**config.mk**
```make
export PLATFORM = sky130hd
export DESIGN_NAME = aes_inv_main
export DESIGN_NICKNAME = d
export VERILOG_FILES = /design/src/rtl/aes_inv_main.sv
export SDC_FILE = /design/constraint.sdc
export NUM_CORES = 2
export LEC_CHECK = 0
export CAP_MARGIN = 0
export CELL_PAD_IN_SITES_DETAIL_PLACEMENT = 0
export CELL_PAD_IN_SITES_GLOBAL_PLACEMENT = 1
export CORE_MARGIN = 5
export CORE_UTILIZATION = 35
export CTS_BUF_LIST = sky130_fd_sc_hd__clkbuf_2
export DETAILED_ROUTE_END_ITERATION = 7
export DONT_BUFFER_PORTS = 1
export PLACE_DENSITY = 0.63
export SYNTH_ARGS = -nofsm -noshare
export SYNTH_HDL_FRONTEND = slang
export SYNTH_HIERARCHICAL = 1
export SYNTH_SLANG_ARGS = --single-unit
```
**constraint.sdc**
```tcl
create_clock -name clk -period 68.3 [get_ports clk]
set_clock_uncertainty 0.15 [all_clocks]
set_input_delay 0 -clock clk [delete_from_list [all_inputs] [get_ports clk]]
set_output_delay 0 -clock clk [all_outputs]
set_load 0.1 [all_outputs]
```
**src/rtl/aes_inv_main.sv**
```systemverilog
// aes_inv_main: AES-128 inverse cipher main loop. It processes one state column per clock.
// Optional CBC chaining is compiled in when AES_INV_CBC_EN is defined.

// Inverse S-box leaf: the inverse affine transform, then multiplicative inversion in GF(2^8).
module aes_inv_sbox (
   input  logic [7:0] a_i,
   output logic [7:0] y_o
);
   function automatic logic [7:0] gf_mul(input logic [7:0] a, input logic [7:0] b);
      logic [7:0] p;
      logic [7:0] x;
      p = 8'h00;
      x = a;
      for (int i = 0; i < 8; i++) begin
         if (b[i]) p = p ^ x;
         x = {x[6:0], 1'b0} ^ (x[7] ? 8'h1b : 8'h00);
      end
      return p;
   endfunction

   // a^254 is the multiplicative inverse, and it maps 0 to 0 as AES requires
   function automatic logic [7:0] gf_inv(input logic [7:0] a);
      logic [7:0] t;
      t = a;
      for (int i = 0; i < 6; i++) t = gf_mul(gf_mul(t, t), a);
      return gf_mul(t, t);
   endfunction

   logic [7:0] aff;
   assign aff = {a_i[6:0], a_i[7]} ^ {a_i[4:0], a_i[7:5]} ^ {a_i[1:0], a_i[7:2]} ^ 8'h05;
   assign y_o = gf_inv(aff);
endmodule

module aes_inv_main (
   input  logic        clk,
   input  logic        rst,
   input  logic        din_valid,
   output logic        din_ready,
   input  logic [31:0] din,
   output logic [3:0]  key_rnd,
   output logic [1:0]  key_col,
   input  logic [31:0] key_word,
   output logic        dout_valid,
   input  logic        dout_ready,
   output logic [31:0] dout,
   output logic        busy
`ifdef AES_INV_CBC_EN
   ,
   input  logic        iv_we,
   input  logic [31:0] iv_din
`endif
);
   typedef enum logic [1:0] {S_LOAD = 2'd0, S_RUN = 2'd1, S_OUT = 2'd2} state_t;

   state_t      state_q, state_d;
   logic [1:0]  col_q, col_d;
   logic [3:0]  rnd_q, rnd_d;
   logic [31:0] st_q  [4];
   logic [31:0] st_d  [4];
   logic [31:0] nst_q [4];
   logic [31:0] nst_d [4];
   logic [7:0]  sb_in  [4];
   logic [7:0]  sb_out [4];
   logic [31:0] ark, col_res, out_mask;

   function automatic logic [7:0] gf_mul(input logic [7:0] a, input logic [7:0] b);
      logic [7:0] p;
      logic [7:0] x;
      p = 8'h00;
      x = a;
      for (int i = 0; i < 8; i++) begin
         if (b[i]) p = p ^ x;
         x = {x[6:0], 1'b0} ^ (x[7] ? 8'h1b : 8'h00);
      end
      return p;
   endfunction

   function automatic logic [31:0] inv_mix(input logic [31:0] c);
      logic [7:0] a0, a1, a2, a3;
      {a0, a1, a2, a3} = c;
      return {gf_mul(a0, 8'h0e) ^ gf_mul(a1, 8'h0b) ^ gf_mul(a2, 8'h0d) ^ gf_mul(a3, 8'h09),
              gf_mul(a0, 8'h09) ^ gf_mul(a1, 8'h0e) ^ gf_mul(a2, 8'h0b) ^ gf_mul(a3, 8'h0d),
              gf_mul(a0, 8'h0d) ^ gf_mul(a1, 8'h09) ^ gf_mul(a2, 8'h0e) ^ gf_mul(a3, 8'h0b),
              gf_mul(a0, 8'h0b) ^ gf_mul(a1, 8'h0d) ^ gf_mul(a2, 8'h09) ^ gf_mul(a3, 8'h0e)};
   endfunction

   // Row r of the output column comes from column (col - r): this is InvShiftRows
   for (genvar r = 0; r < 4; r++) begin : g_sbox
      logic [1:0] src;
      assign src       = col_q - 2'(r);
      assign sb_in[r]  = st_q[src][31-8*r -: 8];
      aes_inv_sbox u_sbox (.a_i(sb_in[r]), .y_o(sb_out[r]));
   end

   assign ark     = {sb_out[0], sb_out[1], sb_out[2], sb_out[3]} ^ key_word;
   assign col_res = (rnd_q != 4'd0) ? inv_mix(ark) : ark;

`ifdef AES_INV_CBC_EN
   logic [31:0] iv_q [4];
   logic [31:0] iv_d [4];
   logic [31:0] ct_q [4];
   logic [31:0] ct_d [4];
   logic [1:0]  ivcol_q, ivcol_d;
   assign out_mask = iv_q[col_q];
`else
   assign out_mask = 32'h0;
`endif

   always_comb begin
      state_d    = state_q;
      col_d      = col_q;
      rnd_d      = rnd_q;
      st_d       = st_q;
      nst_d      = nst_q;
`ifdef AES_INV_CBC_EN
      iv_d       = iv_q;
      ct_d       = ct_q;
      ivcol_d    = ivcol_q;
`endif
      din_ready  = 1'b0;
      dout_valid = 1'b0;
      dout       = 32'h0;
      busy       = 1'b1;
      key_rnd    = rnd_q;
      key_col    = col_q;
      case (state_q)
         S_LOAD: begin
            din_ready = 1'b1;
            busy      = 1'b0;
            key_rnd   = 4'd10;
`ifdef AES_INV_CBC_EN
            if (iv_we) begin
               iv_d[ivcol_q] = iv_din;
               ivcol_d       = ivcol_q + 2'd1;
            end
`endif
            if (din_valid) begin
               st_d[col_q] = din ^ key_word;
`ifdef AES_INV_CBC_EN
               ct_d[col_q] = din;
`endif
               col_d = col_q + 2'd1;
               if (col_q == 2'd3) begin
                  state_d = S_RUN;
                  rnd_d   = 4'd9;
               end
            end
         end
         S_RUN: begin
            nst_d[col_q] = col_res;
            col_d        = col_q + 2'd1;
            // The whole state must update together, because every column reads all four old columns
            if (col_q == 2'd3) begin
               for (int i = 0; i < 3; i++) st_d[i] = nst_q[i];
               st_d[3] = col_res;
               if (rnd_q == 4'd0) state_d = S_OUT;
               else               rnd_d   = rnd_q - 4'd1;
            end
         end
         S_OUT: begin
            dout_valid = 1'b1;
            dout       = st_q[col_q] ^ out_mask;
            if (dout_ready) begin
               col_d = col_q + 2'd1;
               if (col_q == 2'd3) begin
                  state_d = S_LOAD;
`ifdef AES_INV_CBC_EN
                  iv_d = ct_q;
`endif
               end
            end
         end
         default: state_d = S_LOAD;
      endcase
   end

   always_ff @(posedge clk or posedge rst) begin
      if (rst) begin
         state_q <= S_LOAD;
         col_q   <= 2'd0;
         rnd_q   <= 4'd0;
         for (int i = 0; i < 4; i++) begin
            st_q[i]  <= 32'h0;
            nst_q[i] <= 32'h0;
`ifdef AES_INV_CBC_EN
            iv_q[i]  <= 32'h0;
            ct_q[i]  <= 32'h0;
`endif
         end
`ifdef AES_INV_CBC_EN
         ivcol_q <= 2'd0;
`endif
      end else begin
         state_q <= state_d;
         col_q   <= col_d;
         rnd_q   <= rnd_d;
         st_q    <= st_d;
         nst_q   <= nst_d;
`ifdef AES_INV_CBC_EN
         iv_q    <= iv_d;
         ct_q    <= ct_d;
         ivcol_q <= ivcol_d;
`endif
      end
   end
endmodule

```
# --- Yosys cells after proc, flatten, opt, wreduce, memory -nomap -nowiden ---
# Index checks and enable logic that the tools add are counted.
classes:
  n_addsub: 5
  n_lt_le_gt_ge: 5
  n_eq_ne: 10
  n_mux: 832
  bitwise_logic: 798
  n_reduce_logical: 10
op_table:
  columns: ["op", "n"]
  rows:
  - ["8-bit XOR", 776]
  - ["8-bit 2-to-1 mux", 418]
  - ["5-bit 2-to-1 mux", 376]
  - ["32-bit binary-select mux with 2-bit select", 4]
  - ["128-bit bitwise mux", 2]
  - ["128-bit 2-to-1 mux", 2]
  - ["128-bit one-hot mux with 2 select lines", 1]
  - ["32-bit 2-to-1 mux", 5]
  - ["8-bit by 5-bit XOR with 8-bit output", 12]
  - ["32-bit demux with 2-bit select", 1]
  - ["32-bit XOR", 2]
  - ["24-bit 2-to-1 mux", 2]
  - ["16-bit 2-to-1 mux", 2]
  - ["4-bit 2-to-1 mux", 5]
  - ["2-bit 2-to-1 mux", 8]
  - ["2-bit != test, second input constant", 7]
  - ["3-bit >= comparator, second input constant", 4]
  - ["2-bit inverter with 3-bit output", 4]
  - ["2-bit one-hot mux with 3 select lines", 2]
  - ["2-bit inverter", 4]
  - ["4-bit one-hot mux with 2 select lines", 1]
  - ["3-bit AND reduction", 2]
  - ["6-bit AND reduction", 1]
  - ["5-bit AND reduction", 1]
  - ["other kinds (14)", 18]
totals:
  register_bits: 264
  elab_cells: 1671

# --- Longest topological paths before layout ---
logic_depth:
  ltp_word: 229
  mapped_depth: 106

# --- By module ---
# Netlist, hierarchy kept.
by_module_without_submodules:
  columns: ["mod", "instances", "cells_per_inst", "area_per_inst_um2", "seq_area_each_um2"]
  rows:
  - ["aes_inv_sbox", 4, 1945, 15503.6, 0.0]
  - ["aes_inv_main", 1, 1464, 14576.5, 5805.6]

# --- Worst setup path before layout ---
# Ideal clock, no wire load.
synth_timing:
  path_kind: "flip-flop to flip-flop"
  from: "reg col_q[0] (netlist: key_col[0])"
  to: "reg nst_q[116] (netlist bit)"
  setup_ns: 0.130
  arrival_ns: 26.349
  required_time_ns: 68.020
  path_slack_ns: 41.671
  path_stages_with_launch: 98
  path_buffers: 16
  period_less_slack_ns: 26.629
  path_cell_list: "dfrtp_1 buf_1 clkbuf_1 clkbuf_1 inv_1 ha_1 clkbuf_1 buf_1 mux4_2 buf_4 buf_4 xnor3_1 xnor2_1 a221oi_1 inv_1 a21oi_1 or3_1 xor2_1 [62 not listed] or3_1 and2_1 nor2_1 xor3_1 xor3_1 inv_1 ha_1 xor2_1 xnor2_1 nor2_1 xnor2_1 xor2_4 xnor3_4 xnor3_2 xnor3_1 xnor3_1 nor2_1 o31ai_1"
synth_rtl:
  columns: ["element", "line_no", "rtl"]
  rows:
  - ["from (decl)", "56", "logic [1:0] col_q, col_d;"]
  - ["from (signal assigned)", "195", "col_q <= col_d;"]
  - ["to (signal assigned)", "198", "nst_q <= nst_d;"]
  - ["to (decl)", "60", "logic [31:0] nst_q [4];"]

==> summary.md <==
| Metric | Value |
|---|---|
| Most frequent CP cell | xnor2_1 |
| # setup viols final | 0 |
| # H-tree levels | 3 |
| Highest Clock Rate | 30.2 MHz |
| Total die area | 228000 um2 |
| CORE AREA | 217000 um2 |
| Congestion Overflow GR | 0 |
| Synth area leaders | xnor2_1 17%, xnor3_1 15%, dfrtp_1 7.6% |
| Largest fanout on the critical path | 40 |
| Buf/Inv on CP | 13 |
| Post-Syn Area | 76600 um2 |
| # IOs | 109 |
| Worst hold margin | 0.0741 ns |
| Final Critical Period | 33.08 ns |
| Routed Antenna Nets | 0 |
| Synth top cells by count | 1524 x xnor2_1, 1215 x nor2_1, 839 x nand2_1, 526 x xnor3_1, 509 x xor2_1 |
| Cell taking the most area after synthesis | xnor2_1 |
| Max clock buf depth | 3 |
| WL/cell | 23.3 um |
| Ys Warns | 6 |
| First-pass GRT wire length | 419000 um |
| DRC | 12 |
| Avg Vias per Cell | 5.69 |
| Final Hold Viols | 0 |
| Die W | 478 um |
| Non-Filler Instances | 11800 |
| Worst Setup End Kind | register |
| Failing checks | DRC |
| Initial Util | 0.352 |
| I/O Buffers | 0 |
| Asr flop ratio synth | 1.00 |
| Inst Count DP | 11600 |
| Buffer count from post-CTS setup fixing | 0 |
| Vias in the first global route | 65400 |
| Clock Latency Late Sink | 0.97 ns |
| Starting DRT DRC Count | 5667 |
| Total number of vias | 67400 |
| Max_cap viols | 0 |
| Post-synthesis net count | 9342 |
| NumNets Final | 9038 |
| Final Core Density | 0.372 |
| Root Driver | clkbuf_2 |
| CTS tree | yes |
| Slowest cell delay on critical path | 1.14 ns |
| Most common cell in the synthesized netlist | xnor2_1 |
| Routability cong. | 0.875 |
| Worst setup SP type | register |
| Setup CP Type | reg -> reg |
| Worst EP required | 69.01 ns |
| Avg Cell Area, Syn | 8.29 um2 |
| RSZ-0062 raised after global routing | no |
| Setup TNS | 0 ns |
| Largest delay share family, worst path | XOR/XNOR gates |
| CTS Buf Count | 66 |
| Status | finished, violations left |
| Layout area overhead | 5.48% |
| Critical Path AT | 33.79 ns |
| Register area share after synthesis | 0.0758 |
| Flops & latches, synth | 232 |
| Post-Syn Instances | 9244 |
| Clk sinks | 232 |
| Slew @ Worst Pin | 1.26 ns |
| Slowest cell on crit path | xnor2_1 |
| Synth top area share | 0.174 |
| Period utilization | 0.484 |
| Layout cells sized above 1 | 0.0962 |
| Initial antenna violation count | 12 |
| Netlist cell types | 100 |
| Gr usage total | 0.230 |
| Final Max Slew Viols | 0 |
| Aggregate routed wire length | 276000 um |
| Most used DFF post-synth | dfrtp_1 |
| Row count | 171 |
| Worst hold path class | in -> reg |
| Post-synth EDFFs | 0 |
| Clk slew on worst S/H paths | 0.11 ns |
| Largest net degree at the start of global routing | 97 |
| DP Wirelength | 192000 um |
| Die height | 478 um |
| Worst relative slew slack | 0.160 |
| Pre-Repair DR Iteration Count | 8 |
==> state kept, by name, indices dropped and copies added, names as in the netlist <==
signal,count
key_col,2
nst_q,96
rnd_q,4
st_q,128
state_q,2
==> through the flow <==
step	setup slack [ns]	cell area (um2)
3_3_place_gp	36.74	78900
3_5_place_dp	36.47	78900
4_1_cts	35.46	80800
2_1_floorplan	41.67	76600
5_1_grt	33.21	80800
6_report	35.22	80800
==> cells by family after synthesis <==
group                    count (synthesis)  synth area share
AND/OR/NAND/NOR                       3039             0.178
XOR/XNOR                              2896             0.478
AO/OA/AOI/OAI                         1951             0.172
buffers and inverters                  831            0.0485
multiplexers                           249            0.0420
flip-flops                             232            0.0758
adder cells (fa/ha/maj)                 46           0.00699
==> what timing repair did <==
action                    4_1_cts  5_1_grt
hold buffers                  124        0
gates resized for setup         0        0
hold endpoints to repair      464        0
==> placed cells by master, fill, tap and decap left out, types with 49 or more instances in the layout <==
master         instances
xnor2_1             1501
nor2_1              1209
nand2_1              834
xor2_1               509
xnor3_1              502
a21oi_1              446
o21ai_0              422
buf_4                231
dfrtp_1              229
nand3_1              196
nor3_1               183
mux2i_1              177
xnor2_2              145
and3_1               125
dlygate4sd3_1        123
o22ai_1              101
clkbuf_2              98
a22oi_1               96
a211oi_1              96
nand2b_1              92
o211ai_1              85
and2_1                83
inv_1                 82
xor3_1                74
o21ai_1               64
mux4_2                56
a222oi_1              56
xnor3_2               54
o21a_1                52
nor4_1                49
==> area by class of cell <==
cell class              instances  area [um2]
inverters                     104         398
repair buffers                355        2990
fillers                     22400      137000
flip-flops and latches        232        5810
diodes                          6        15.0
multi-input cells            8181       67400
clock inverters                18        93.8
well taps                    2854        3570
clock buffers                  98         490
==> layer usage <==
metal,vias up,global-route usage,wire length (um)
li1,31800,-,-
met1,33300,0.310,123000
met2,1926,0.400,134000
met3,320,0.0114,11000
met4,0,0.0651,8400
met5,-,0,0
==> final timing paths <==
kind                                        start                      to  slack [ns]  cells past startpoint
hold / removal                            din[12]    st_q[12]$_DFFE_PP0P_        0.07                      5
setup reg to reg           key_col[0]$_DFFE_PP0P_    st_q[10]$_DFFE_PP0P_       35.22                     89
max in group asynchronous                     rst   st_q[104]$_DFFE_PP0P_       66.89                      4
hold reg to reg            nst_q[112]$_DFFE_PP0P_  nst_q[112]$_DFFE_PP0P_        0.33                      2
min in group asynchronous                     rst   nst_q[97]$_DFFE_PP0P_        0.26                      4
setup / recovery           key_col[0]$_DFFE_PP0P_    st_q[10]$_DFFE_PP0P_       35.22                     89
==> worst reg2reg max path: cells and delay by family (launching register included) <==
| family | cells | cell delay, ns |
|---|---|---|
| adder cells (fa/ha/maj) | 7 | 3.32 |
| multiplexers | 2 | 0.96 |
| AO/OA/AOI/OAI | 6 | 1.57 |
| buffers and inverters | 13 | 4.02 |
| flip-flops | 1 | 1.06 |
| AND/OR/NAND/NOR | 13 | 2.22 |
| XOR/XNOR | 48 | 19.73 |
Power is not shown: default switching activity piles up to over one toggle a cycle in this logic, so the estimate is an artifact.
